### src/rtl/uart_tx_arbiter.sv
// Round-robin sharing of one UART transmitter among NUM_REQ byte producers, with packet lock.
// Optional handshake timeout enabled by defining UART_ARB_TIMEOUT_EN.
module uart_tx_arbiter #(
  parameter int NUM_REQ     = 4,
  parameter int DATA_W      = 8,
  parameter int TIMEOUT_CYC = 65536
) (
  input  logic                        clk,
  input  logic                        rst_n,
  input  logic [NUM_REQ-1:0]          req,
  input  logic [NUM_REQ*DATA_W-1:0]   req_data,
  input  logic [NUM_REQ-1:0]          req_last,
  output logic [NUM_REQ-1:0]          req_ack,
  output logic [2:0]                  grant_id,
  output logic [DATA_W-1:0]           tx_data,
  output logic                        tx_start,
  input  logic                        tx_busy,
  output logic                        err_timeout
);

  // state | meaning
  // IDLE  | arbitrate among requesters
  // START | tx_start high, waiting for synchronized busy
  // BUSY  | waiting for synchronized busy to fall
  // ACK   | one-cycle req_ack to the owner
  localparam logic [1:0] S_IDLE  = 2'd0;
  localparam logic [1:0] S_START = 2'd1;
  localparam logic [1:0] S_BUSY  = 2'd2;
  localparam logic [1:0] S_ACK   = 2'd3;

  logic [1:0]        state;
  logic              busy_q;
  logic              busy_s;
  logic              lock;
  logic [2:0]        last;
  logic              sel_valid;
  logic [2:0]        sel;
  logic              abort;
  logic [7:0]        req_x;
  logic [7:0]        last_x;
  logic [DATA_W-1:0] data_arr [8];
  int                idx;

  // Widen per-requester vectors to 8 entries so a 3-bit index always fits.
  always_comb begin
    req_x  = '0;
    last_x = '0;
    req_x[NUM_REQ-1:0]  = req;
    last_x[NUM_REQ-1:0] = req_last;
    for (int i = 0; i < 8; i++) data_arr[i] = '0;
    for (int i = 0; i < NUM_REQ; i++) data_arr[i] = req_data[i*DATA_W +: DATA_W];
  end

  always_comb begin
    sel_valid = 1'b0;
    sel       = grant_id;
    idx       = 0;
    if (lock && req_x[grant_id]) begin
      sel_valid = 1'b1;
    end else begin
      for (int k = 1; k <= NUM_REQ; k++) begin
        idx = int'(last) + k;
        if (idx >= NUM_REQ) idx = idx - NUM_REQ;
        if (!sel_valid && req_x[3'(idx)]) begin
          sel_valid = 1'b1;
          sel       = 3'(idx);
        end
      end
    end
  end

  assign tx_start = (state == S_START);

  always_comb begin
    req_ack = '0;
    if (state == S_ACK) begin
      for (int i = 0; i < NUM_REQ; i++) req_ack[i] = (grant_id == 3'(i));
    end
  end

  always_ff @(posedge clk or negedge rst_n) begin
    if (!rst_n) begin
      state    <= S_IDLE;
      busy_q   <= 1'b0;
      busy_s   <= 1'b0;
      lock     <= 1'b0;
      last     <= 3'(NUM_REQ - 1);
      grant_id <= 3'd0;
      tx_data  <= '0;
    end else begin
      busy_q <= tx_busy;
      busy_s <= busy_q;
      case (state)
        S_IDLE: begin
          if (lock && !req_x[grant_id]) lock <= 1'b0;
          if (sel_valid) begin
            tx_data  <= data_arr[sel];
            grant_id <= sel;
            last     <= sel;
            lock     <= ~last_x[sel];
            state    <= S_START;
          end
        end
        S_START: begin
          if (abort) begin
            lock  <= 1'b0;
            state <= S_ACK;
          end else if (busy_s) begin
            state <= S_BUSY;
          end
        end
        S_BUSY: begin
          if (abort) begin
            lock  <= 1'b0;
            state <= S_ACK;
          end else if (!busy_s) begin
            state <= S_ACK;
          end
        end
        default: state <= S_IDLE;
      endcase
    end
  end

`ifdef UART_ARB_TIMEOUT_EN
  logic [31:0] to_cnt;
  logic        err_q;

  // Counter restarts with every new grant; abort fires on the cycle it reaches the limit.
  assign abort       = ((state == S_START) || (state == S_BUSY)) && (to_cnt == 32'(TIMEOUT_CYC - 1));
  assign err_timeout = err_q;

  always_ff @(posedge clk or negedge rst_n) begin
    if (!rst_n) begin
      to_cnt <= '0;
      err_q  <= 1'b0;
    end else begin
      if ((state == S_IDLE) && sel_valid) begin
        to_cnt <= '0;
      end else if ((state == S_START) || (state == S_BUSY)) begin
        to_cnt <= to_cnt + 32'd1;
      end
      if (abort) err_q <= 1'b1;
    end
  end
`else
  assign abort       = 1'b0;
  assign err_timeout = 1'b0;
`endif

endmodule

### config.mk
export PLATFORM = sky130hd
export DESIGN_NAME = uart_tx_arbiter
export DESIGN_NICKNAME = d
export VERILOG_FILES = /design/src/rtl/uart_tx_arbiter.sv
export SDC_FILE = /design/constraint.sdc
export NUM_CORES = 1
export LEC_CHECK = 0
export CORE_MARGIN = 8
export CORE_UTILIZATION = 43
export DETAILED_ROUTE_END_ITERATION = 10
export PLACE_DENSITY = 0.8
export SYNTH_ARGS = -nofsm -noshare
export SYNTH_HDL_FRONTEND = slang
export SYNTH_SLANG_ARGS = --single-unit
### constraint.sdc
create_clock -name clk -period 4.42 [get_ports clk]
set_clock_uncertainty 0.15 [all_clocks]
set_input_delay 0.884 -clock clk [delete_from_list [all_inputs] [get_ports clk]]
set_output_delay 0.884 -clock clk [all_outputs]
set_load 0.02 [all_outputs]
Word level (Yosys, flattened, before mapping)
Index checks and enable logic that the tools add are counted.
- output and inout port bits: 17
- bits in registers: 19
- logic and storage cells: 99
- bitwise logic cells: 2
- reduce and logical (&&, ||, !) cells: 15
- add/sub/neg operators: 8
- mux-type cells: 47
- magnitude comparators: 11
- equality and inequality tests: 9
- operator list (cell ; number):
    3-bit two-way mux ; 13
    8-bit binary-select mux with 3-bit select ; 1
    3-bit by 5-bit less-than comparator with 1-bit output, second input constant ; 4
    1-bit two-way mux ; 20
    1-bit binary-select mux with 3-bit select ; 6
    4-bit by 3-bit >= comparator with 1-bit output, second input constant ; 4
    8-bit two-way mux ; 2
    3-bit subtractor, second input constant ; 4
    3-bit by 2-bit adder with 4-bit output, second input constant ; 2
    3-bit by 4-bit less-than comparator with 1-bit output, second input constant ; 2
    3-bit by 2-bit == test with 1-bit output, second input constant ; 2
    2-bit two-way mux ; 3
    2-bit case mux with 3 select lines ; 1
    1-bit logical AND ; 5
    3-bit by 1-bit adder with 4-bit output, second input constant ; 1
    3-bit by 3-bit adder with 4-bit output, second input constant ; 1
    2-bit == test, second input constant ; 2
    4-bit >= comparator, second input constant ; 1
    1-bit zero test ; 4
    4-bit two-way mux ; 1
    2-bit != test, second input constant ; 2
    3-bit NOT with 4-bit output ; 1
    2-bit AND reduction ; 2
    3-bit by 1-bit == test with 1-bit output, second input constant ; 1
    7 further kinds ; 7

Longest topological paths before layout
Gate-level depths: netlist of run 1.
- depth after elaboration: 25
- depth in mapped cells: 14

Least setup slack after synthesis of run 1
Ideal clock, no wire load.
- kind: reg-to-reg
- from: reg last[0]
- to: reg tx_data[0]
- clock period less this slack: 3.243 ns
- path buffers: 5
- arrival: 2.951 ns
- stages on the path, launching flop included: 15
- setup slack: 1.177 ns
- setup time: 0.142 ns
- cells stage by stage: dfstp_2 > buf_6 > buf_2 > inv_1 > ha_1 > clkbuf_1 > mux4_2 > nor3_1 > o21bai_1 > a221oi_2 > nor3_2 > buf_6 > buf_8 > mux2i_1 > o221ai_1
- word-level cells in the longest chain between the ends: 25
- RTL lines (what ; line ; text):
    from (decl) ; 35 ; logic [2:0] last;
    from (signal assigned) ; 87 ; last <= 3'(NUM_REQ - 1);
    from (signal assigned) ; 99 ; last <= sel;
    3-bit by 1-bit adder with 4-bit output ; 62 ; idx = int'(last) + k;
    4-bit by 3-bit >= comparator with 1-bit output or 3-bit subtractor (tied branches) ; 63 ; if (idx >= NUM_REQ) idx = idx - NUM_REQ;
    3-bit two-way mux ; 63 ;
    3-bit two-way mux ; 58 ; if (lock && req_x[grant_id]) begin
    1-bit binary-select mux with 3-bit select ; 64 ; if (!sel_valid && req_x[3'(idx)]) begin
    1-bit two-way mux (not written as such) (2 in series) ; 64 ;
    1-bit two-way mux ; 64 ;
    1-bit two-way mux ; 58 ;
    (+7 left out) ; n/a ;
    1-bit two-way mux ; 58 ;
    1-bit zero test ; 64 ;
    1-bit logical AND ; 64 ;
    3-bit two-way mux ; 64 ;
    3-bit two-way mux ; 58 ;
    3-bit NOT with 4-bit output (not written as such) ; 97 ; tx_data <= data_arr[sel];
    8-bit binary-select mux with 3-bit select ; 97 ;
    8-bit two-way mux (not written as such) (2 in series) ; 97 ;
    to (signal assigned) ; 97 ;
    to (decl) ; 15 ; output logic [DATA_W-1:0] tx_data,
Parallel ways exist; a longest one is shown, timed or not. The select of a mux whose other input is x is not followed.
A chain may end at the register's enable or synchronous reset.

Worst setup path after layout of run 1
- from: reg last[0]
- to: reg tx_data[2]
Same word-level chain as after synthesis.

==> out/results.txt, run 1 <==
In this run the tightest slew margin relative to its limit is 20.0%. In this run the critical register-to-register path is launched from last[0]$_DFFE_PN1P_. Walking the worst path, the cells encountered are inv_1 > ha_1 > mux2i_1 > a21oi_2 > o21bai_1 > a221oi_2 > nor3_4 > mux2i_1 > o221ai_1.

At the end of routability-driven placement, the weighted congestion stood at 0.821. The run gives 2 as the maximum number of buffers from clock root to sink. Setup repair after global routing left no endpoint under its margin. The share of flip-flops with an asynchronous set or reset is 100%.

The critical path starts at last[0]$_DFFE_PN1P_. The die covers 0.00559 mm2. The cell at the slowest stage of the critical path was sky130_fd_sc_hd__nor3_4. The worst path needs 3.73 ns of the cycle, external delays included.

After synthesis, the largest area contributor takes up 27.0% of total cell area. Ranked by total cell area, the synthesized netlist is headed by sky130_fd_sc_hd__dfrtp_1 27%, sky130_fd_sc_hd__mux2i_1 15%, sky130_fd_sc_hd__ha_1 5.9%. Final design instance area without fill: 0.00208 mm2. The leakage power summed over all cells is 0.895 nW. Summing every instance area after synthesis gives 0.00148 mm2. The peak clock frequency supported by timing came out at 0.268 GHz. The final hold violation count came out at 0.

The total buffers and inverters traversed by the critical path works out to 1. The tools report the final wirelength as 4.13 mm. After detailed placement, the total cell area comes to 0.00205 mm2. At the later pin of the worst-skew pair, clock insertion delay measures 0.29 ns.

The total overflow left after global routing is 0. The initial antenna violation count came out at 0. The run gives 60 as the number of primary I/O pins.

The run gives 3.28 mm as the placed wire-length estimate after detailed placement. The routed layout has 1330 vias. IR analysis of the VDD net gives a maximum drop of 0.000346 V.

The final hold slack is 0.211 ns, and the sum of negative setup slack is 0 ns. The total of flip-flops plus latches after synthesis is 18. The repair_antennas step left the layout with diodes totalling 0. The cell that appears most often on the critical path is sky130_fd_sc_hd__mux2i_1. The first global-routing pass estimated 7.07 mm of wire. The run gives 145 as the cell count after synthesis.

The top cell types in the final layout, fill and taps aside, are 58 x sky130_fd_sc_hd__clkdlybuf4s50_1, 22 x sky130_fd_sc_hd__mux2i_1, 16 x sky130_fd_sc_hd__dfrtp_1. In the final layout, the share of cells above drive strength 1 is 9.18%. The core area came out at 0.00334 mm2.

The library cell used most frequently in the layout, excluding fill and tap cells, is sky130_fd_sc_hd__clkdlybuf4s50_1. The logs give 0 for the Yosys warning count and 0 for the final-report setup violation count. Kind of critical path: reg2reg.

The tools report the kind of start point of the critical path as a flip-flop. The filler cell count in the final layout was 299. After detailed routing, the average wire length per cell comes to 17.1 um.

The maximum number of pins on one net before global-route repair was 20. sky130_fd_sc_hd__dfrtp_1 takes more of the synthesized area than any other cell. The run finished with clean final reports. For this run, the detailed router's first-pass iteration total came to 5. The tree built by TritonCTS fans out to 18 sinks.

The run gives 30.5% as the sequential-to-total area share from yosys stat. At the pin with the least slew margin, the transition time is 1.19 ns. For the worst setup path, the data required time is 4.41 ns.

The number of hold buffers added after CTS was 0. The number of buffers added by the clock tree synthesis step was 3; the count of input and output buffers was 58. The run gives 195 as the synthesized net count. Broken down by cell family, the worst path's largest delay share belongs to simple AND/OR/NAND/NOR gates.

The maximum single-stage delay on the critical path was 0.92 ns; the layout overhead on the synthesized area was 40.5%. In the routed design, unresolved DRC markers number 0. The count of flip-flops with a built-in enable after synthesis was 0. Once the clock tree was built, the setup fixing pass inserted 0 buffers. TritonCTS built the clock tree.

Of all nets on the critical path, the largest fanout is 19. Average cell area after synthesis: 10.2 um2. After clock tree synthesis, the repair step resized 0 gates.

The starting DRC count in detailed routing came out at 34. The cell sitting at the root of the clock tree is a sky130_fd_sc_hd__clkbuf_4. The max-slew violation count is 0, and the global routing usage summed across all routing layers is 15.9%. The tools report the element type at the critical path end as a flip-flop. In the routed layout, each cell is associated on average with a via count of 5.50.

STA puts the critical path data arrival time at 3.72 ns. For the number of nets in the finished design, the log shows 247. Number of distinct library cells after synthesis: 50. The min-delay analysis places its worst path in the category reg2reg. For the maximum level of the CTS H-tree, the log shows 1. The tools report the starting density of the core as 44.5%.

The antenna violation net count after detailed routing is 0, and the post-route fraction of the period consumed by the critical path is 84.5%. The number of global-route vias before repair is 1540. Clock-pin slew was measured on the worst setup and hold paths at 0.11 ns. The power per cell area came out at 748 mW/mm2. The number of rows created at floorplan was 21. Main flop type after synthesis: sky130_fd_sc_hd__dfrtp_1. The launch instance of the worst min-delay path was busy_q$_DFF_PN0_. Registers take 453 um2. The tools report the max-capacitance violation count as 0.

The die is 74.7 um tall. The die is 74.7 um wide. The run gives 931 um2 as the area used by multi-input combinational logic.
kinds of logic (layout without fill, tap and decap cells):
family / count (synthesis) / count (layout) / share of synthesized area [%]
other: 1 / 1 / 0.253
flip-flops: 18 / 18 / 30.5
AO/OA/AOI/OAI: 39 / 39 / 22.9
multiplexers: 25 / 25 / 18.9
adder cells (fa/ha/maj): 7 / 7 / 5.90
AND/OR/NAND/NOR: 37 / 37 / 14.3
buffers and inverters: 18 / 69 / 7.17
final timing paths:
kind	endpoint	depth (start not counted)	slack, ns
setup / recovery	tx_data[2]$_DFFE_PN0P_	9	0.69
hold / removal	busy_s$_DFF_PN0_	0	0.21
setup reg to reg	tx_data[2]$_DFFE_PN0P_	9	0.69
max in group asynchronous	lock$_DFFE_PN0P_	1	2.70
min in group asynchronous	tx_data[0]$_DFFE_PN0P_	1	0.91
hold reg to reg	busy_s$_DFF_PN0_	0	0.21
state kept, by name (all words and copies together), names as in the netlist:
name,count
tx_data,8
grant_id,3
lock,1
state,2
busy_q,1
busy_s,1
last,2
synthesized netlist by cell type (all sizes together), types with 3 or more instances:
master / n
o221ai: 9
dfrtp: 16
nor2b: 3
a21oi: 4
nand2: 12
nor4b: 3
ha: 7
nor2: 5
o21ai: 5
nor3: 3
inv: 7
buf: 9
mux2i: 22
power breakdown:
| group | leakage (nW) | internal (mW) | total [mW] | switching [mW] |
|---|---|---|---|---|
| logic | 0.658 | 0.522 | 1.11 | 0.591 |
| registers | 0.216 | 0.249 | 0.343 | 0.0940 |
| clock network | 0.0210 | 0.0502 | 0.104 | 0.0534 |
| total | 0.895 | 0.822 | 1.56 | 0.738 |
through the flow:
stage                     power (mW)  cells  setup slack, ns  util, %
after detailed placement        1.46    238            0.408     61.4
after global placement          1.42    238            0.521     61.4
after floorplan                 1.19    145             1.18        -
final                           1.56    242            0.685     62.5
after global routing            1.69    242            0.432     62.5
after CTS                       1.57    242            0.701     62.5
cell type report:
| type | instances | area share, % |
|---|---|---|
| multi-input cells | 109 | 44.7 |
| inverters | 7 | 1.26 |
| clock buffers | 4 | 1.74 |
| well taps | 46 | 2.76 |
| repair buffers | 58 | 27.9 |
| flip-flops and latches | 18 | 21.7 |
per-layer routing:
layer | part of all wire [%] | vias to the layer above | track usage (%)
met5 | 0 | - | 0
met4 | 0.27 | 0 | 3.70
met3 | 7.9 | 2 | 6.13
met2 | 48 | 42 | 26.8
met1 | 43 | 643 | 18.6
li1 | - | 643 | -
No activity file was read; power rests on OpenSTA's default activity.
==> run 2, diff against run 1 <==
Clock period 4.42 ns to 3.7 ns, I/O delays scaled along.
==> out/results.txt, run 2 (synthesis gave the netlist of run 1 again) <==
The sum of negative setup slack was 0 ns. TritonCTS built the clock tree. Net switching is 46.1% of the power. The worst hold path belongs to the class reg2reg.

For this design the top-level I/O count stands at 60. The library cells used most frequently in the layout, excluding fill and tap cells, are 58 x sky130_fd_sc_hd__clkdlybuf4s50_1, 22 x sky130_fd_sc_hd__mux2i_1, 16 x sky130_fd_sc_hd__dfrtp_1. For the worst setup path, the data arrival time is 3.37 ns. In the final routed layout, each cell accounts on average for 17.0 um. The clock slew at the register clock pins of the worst setup and hold paths is 0.11 ns. The largest vdd supply drop is 0.000417 V. The run gives 0 as the antenna violation net count after detailed routing. The floorplan step defined a die boundary enclosing 0.00559 mm2. Setup violations remaining at the end of the flow were counted as 0. For this block, the routed nets add up to 4.20 mm of wire. The global route total overflow is 0. Summed over all cells, the static leakage comes to 0.923 nW. The tree is rooted in a sky130_fd_sc_hd__clkbuf_4. For the number of rows created at floorplan, the log shows 21.

In this run the power density over the cells is 909 mW/mm2. The number of placed instances, taps included, is 242. The endpoint of the worst register-to-register path is lock$_DFFE_PN0P_. STA classifies the critical path startpoint as a flip-flop. Core area: 0.00334 mm2. The global routing usage summed across all routing layers is 16.1%.

STA puts the critical path data required time at 3.78 ns. The library cell used most frequently in the layout, excluding fill and tap cells, is sky130_fd_sc_hd__clkdlybuf4s50_1. Dividing the detail-routed via count by the number of cells gives 5.57. The routed design could run at a clock period as short as 3.28 ns. The most critical setup path has its endpoint at lock$_DFFE_PN0P_.

The final layout contains 252 nets. Buffers placed on the I/O ports in this run total 58. The number of design rule violations left after detail routing was 0; the starting density of the core was 44.5%.

Number of cells traversed by the worst register-to-register path: 10. In the post-route analysis, the smallest setup slack over all paths is 0.417 ns. Sequential cells account for 19.8% of the total power. The startpoint identified for the worst register-to-register timing path is last[1]$_DFFE_PN1P_. The run gives 0 as the max-capacitance violation count. The share of total power dissipated in the clock network is 6.4%. The internal portion of the total power is 1.05 mW. Quantity of hold-fixing buffers added after cts: 0. The logs give 247 for the non-filler instance count after layout and 0 for the final hold violation count. Number of flip-flops in the largest register: 8. The reg-to-reg setup timing slack is 0.42 ns, and the net load switching power is 895 uW.

The floorplan step set the die height to 74.7 um. The run finished with clean final reports. The largest registers in the layout are tx_data x8, grant_id x3. Clock tree synthesis inserted a total of 3 buffers. Cells with a size suffix above 1 make up 11.4% of the layout. The clock net sink count was 18; the placed wire-length estimate after detailed placement was 3.35 mm. The max-slew violation count is 0, and the post-route fraction of the period consumed by the critical path is 88.7%.

The starting DRC count in detailed routing is 49. 0 antenna diodes ended up in the layout. The tools report the number of global-route vias before repair as 1509. The later pin in the worst-skew pair is clocked with a latency of 0.31 ns. The tools report the maximum level of the CTS H-tree as 1. The first detailed-routing pass ran for 4 iterations. Setup repair after global routing left no endpoint under its margin.

The worst setup path is captured at a flip-flop. The die is 74.7 um wide. The peak clock frequency supported by timing was 0.305 GHz; the top fanout value on the critical path was 19. The logs give 0 for the initial antenna violation count and 6.96 mm for the wire length of the first global-routing pass. Relative to the synthesized area, the layout overhead comes to 43.8%. The maximum number of buffers from clock root to sink came out at 2. Entering global routing, the biggest net connects 20 pins. In this run the tightest slew margin relative to its limit is 27.7%. Most flop-heavy register: tx_data.

The via count was 1376. At the placement stage, the worst setup path has a slack of -0.149 ns. The startpoint of the worst setup timing path is last[1]$_DFFE_PN1P_.

At the pin with the least slew margin, the transition time is 1.07 ns. By startpoint and endpoint, the worst setup path is classified as reg2reg. Routability-driven placement finished with a final weighted congestion of 0.880. The share of power burned in combinational logic is 73.7%.
run 2: changes by cell type in the layout (fill, tap and decap cells not counted):
| cell | before | now |
|---|---|---|
| sky130_fd_sc_hd__buf_4 | 0 | 4 |
| sky130_fd_sc_hd__buf_12 | 0 | 1 |
run 2: metrics by stage:
step	hold slack, ns	utilization (%)	cell area, um2	total power, mW
6_report	0.207	64.0	2130	1.94
5_1_grt	0.231	64.0	2130	2.09
4_1_cts	0.209	63.4	2110	1.91
3_5_place_dp	0.185	62.3	2080	1.78
3_3_place_gp	0.183	62.3	2080	1.72
2_1_floorplan	0.181	-	1480	1.43
run 2: worst min-delay path by stage:
stage,start,endpoint,slack [ns],cells after the start
2_1_floorplan,busy_q$_DFF_PN0_,busy_s$_DFF_PN0_,0.18,0
5_1_grt,busy_q$_DFF_PN0_,busy_s$_DFF_PN0_,0.23,0
3_3_place_gp,busy_q$_DFF_PN0_,busy_s$_DFF_PN0_,0.18,0
3_5_place_dp,busy_q$_DFF_PN0_,busy_s$_DFF_PN0_,0.18,0
6_report,busy_q$_DFF_PN0_,busy_s$_DFF_PN0_,0.21,0
4_1_cts,busy_q$_DFF_PN0_,busy_s$_DFF_PN0_,0.21,0
run 2: power groups by stage:
stage                     combinational (mW)  sequential (mW)  clock, mW
after detailed placement                1.39            0.388          0
after CTS                               1.39            0.387      0.129
after global placement                  1.34            0.383          0
final                                   1.43            0.385      0.124
after floorplan                         1.01            0.412          0
after global routing                    1.55            0.398      0.134
run 2: timing repair:
| item | CTS | global route |
|---|---|---|
| resized for setup | 0 | 0 |
| endpoints found under the setup margin | 0 | 9 |
| endpoints found under the hold margin | 0 | 0 |
| buffers inserted | 0 | 1 |
run 2: final cells by class:
cell class | count | area (um2)
Clock buffer | 4 | 36.3
Fill cell | 292 | 1200
Inverter | 7 | 26.3
Multi-Input combinational cell | 109 | 931
Sequential cell | 18 | 453
Tap cell | 46 | 57.6
Timing Repair Buffer | 63 | 631
run 2: per-layer routing:
layer | GRT usage [%] | wire (um) | vias up
met2 | 28.4 | 2060 | 53
met1 | 17.7 | 1770 | 661
met4 | 5.87 | 74 | 0
met5 | 0 | 0 | -
li1 | - | - | 655
met3 | 4.66 | 292 | 7
run 2: critical path, stage by stage (launching register included):
cell                        delay, ns
sky130_fd_sc_hd__dfstp_2         0.67
sky130_fd_sc_hd__inv_1           0.10
sky130_fd_sc_hd__ha_1            0.43
sky130_fd_sc_hd__mux4_2          0.38
sky130_fd_sc_hd__o21ai_2         0.15
sky130_fd_sc_hd__o31ai_2         0.19
sky130_fd_sc_hd__a2111oi_4       0.47
sky130_fd_sc_hd__nor3_4          0.07
sky130_fd_sc_hd__buf_12          0.17
sky130_fd_sc_hd__mux2_4          0.30
sky130_fd_sc_hd__o221ai_2        0.12
==> run 3, diff against run 2 <==
Settings changed: CORE_UTILIZATION 43 to 45, DONT_BUFFER_PORTS from default to 1, PLACE_DENSITY 0.8 to 0.6.
==> out/results.txt, run 3 (synthesis gave the netlist of run 1 again) <==
The run finished with clean final reports. The clock period minus worst slack is 3.21 ns. Using the TritonRoute via totals, the vias-per-cell ratio works out to 5.97. The run gives 1 as the maximum level of the CTS H-tree.

In the routed design, unresolved DRC markers number 0. For the peak clock frequency supported by timing, the log shows 0.312 GHz. The worst-case IR drop observed on VDD is 0.000461 V. For the starting density of the core, the log shows 45.5%. The top cell types in the final layout, fill and taps aside, are 22 x sky130_fd_sc_hd__mux2i_1, 16 x sky130_fd_sc_hd__dfrtp_1, 12 x sky130_fd_sc_hd__nand2_1. Of the cells placed in the final design, the portion with a size suffix greater than 1 is 15.9%. In this run the deepest clock path goes through 2 buffers. The floorplan step defined a core boundary enclosing 0.00326 mm2.

The critical path contains buffers and inverters numbering 2 combined. The tools report the global route total overflow as 0. Walking the worst path, the cells encountered are inv_1 > ha_1 > mux4_2 > nor3_1 > o21bai_1 > a221oi_2 > nor3_4 > buf_4 > mux2_4 > o221ai_2. The die is 73.4 um tall. Row generation in the floorplan step produced 21 rows. The power per cell area came out at 1090 mW/mm2.

The number of buffers added by the clock tree synthesis step is 3. For this run, the slowest stage of the critical path takes 0.65 ns. Summed over all failing endpoints, the final setup total negative slack is 0 ns.

For this block, the via count after detailed routing is 1146. The clock root buffer is sky130_fd_sc_hd__clkbuf_4. The clock net sink count was 18; the transition time of the tightest slew-check pin was 0.907 ns. The run gives 13.5% as the global routing usage summed across all routing layers. With fillers left out, the area of the finished cells amounts to 0.00155 mm2. The first detailed-routing pass ran for 4 iterations. The kind of critical path was reg2reg. The final hold violation count is 0. The worst setup path is launched from a flip-flop.

The post-route fraction of the period consumed by the critical path is 86.7%, and the leakage power summed over all cells is 0.699 nW. After detailed placement, the total cell area comes to 0.00151 mm2. Setup repair after global routing left no endpoint under its margin. The initial antenna violation count is 1, and the number of flip-flops in the largest register is 8.

The required time at the endpoint of the critical path is 3.77 ns. Among all stages on the critical path, the largest delay is contributed by sky130_fd_sc_hd__dfstp_2. The clock reaches the later pin of the worst-skew pair after 0.29 ns.

Most common library cell in the layout ignoring fill and taps: sky130_fd_sc_hd__mux2i_1. The average wire per standard cell came out at 18.4 um. The largest registers in the layout are tx_data x8, grant_id x3. Wire length of the first global-routing pass: 5.75 mm.

More flip-flops sit in one register than any other, and that register is tx_data. The antenna violation net count after detailed routing was 0; the final-report setup violation count was 0. Relative to the synthesized area, the layout overhead comes to 4.55%. At the end of routability-driven placement, the weighted congestion stood at 0.920.

At the worst endpoint, the arrival time is 3.27 ns. Starting DRC count in detailed routing: 71. The die covers 0.00539 mm2. On the critical path the largest part of the delay comes from multiplexers. The clock slew at the register clock pins of the worst setup and hold paths came out at 0.10 ns. The placed wire-length estimate after detailed placement was 2.86 mm; the count of input and output buffers was 0. Along the worst path, the maximum fanout reaches 19.

The final wirelength was 3.54 mm. The element type at the critical path end is a flip-flop. The net count of the finished layout is 196. The number of gates resized after CTS was 0. The max-slew violation count is 0, and the number of primary I/O pins is 60.

The floorplan step set the die width to 73.4 um. The number of global-route vias before repair is 1219. Across the run, the number of max-cap violations was 0.

The path class of the tightest hold or removal check is in2async. The tightest hold path in the finished design has a slack of 0.131 ns. The run gives 47.6% as the final cell utilization of the core. TritonCTS built the clock tree.

Maximum number of pins on one net before global-route repair: 20. The worst pin sits at a relative slew slack of 38.7%.
[run 3: changes by cell type in the layout (fill, tap and decap cells not counted), sizes merged]
cell and change:
clkdlybuf4s50 -58, dlygate4sd3 +1, diode +1, buf +1
[run 3: path summary, 6_finish.rpt]
path                                      from  cells past startpoint  slack, ns                     end
setup / recovery           last[1]$_DFFE_PN1P_                     10       0.49        lock$_DFFE_PN0P_
min in group clk              busy_q$_DFF_PN0_                      0       0.21        busy_s$_DFF_PN0_
max in group asynchronous                rst_n                      1       2.14  tx_data[0]$_DFFE_PN0P_
hold reg to reg               busy_q$_DFF_PN0_                      0       0.21        busy_s$_DFF_PN0_
setup reg to reg           last[1]$_DFFE_PN1P_                     10       0.49        lock$_DFFE_PN0P_
hold / removal                           rst_n                      0       0.13     last[1]$_DFFE_PN1P_
[run 3: layout make-up]
class                      instances  area [um2]
antenna                            1        2.50
clock buffer                       4        26.3
fill                             338        1710
inverter                           7        26.3
multi-input combinational        109         931
sequential                        18         453
tap                               46        57.6
timing repair buffer               7        55.1
[run 3: power by group]
| part | internal (mW) | total (mW) | switching (mW) |
|---|---|---|---|
| logic | 0.518 | 1.13 | 0.610 |
| clock network | 0.0419 | 0.102 | 0.0596 |
| registers | 0.295 | 0.456 | 0.161 |
[run 3: routing by layer]
metal | vias up | global-route usage [%] | wire length [um]
met2 | 72 | 19.6 | 1500
met4 | 0 | 3.99 | 32
met1 | 528 | 16.8 | 1500
met3 | 4 | 7.23 | 511
met5 | - | 0 | 0
li1 | 542 | - | -
[run 3: timing repair]
action	4_1_cts	5_1_grt
endpoints found under the hold margin	16	0
hold buffers	1	0
setup buffers	0	0
[run 3: per-stage QoR]
| stage | worst slack, ns | cells | power (mW) |
|---|---|---|---|
| after floorplan | 0.457 | 145 | 1.43 |
| after global placement | 0.568 | 186 | 1.56 |
| after detailed placement | 0.506 | 186 | 1.59 |
| after CTS | 0.474 | 191 | 1.70 |
| after global routing | 0.229 | 192 | 1.84 |
| final | 0.491 | 192 | 1.69 |
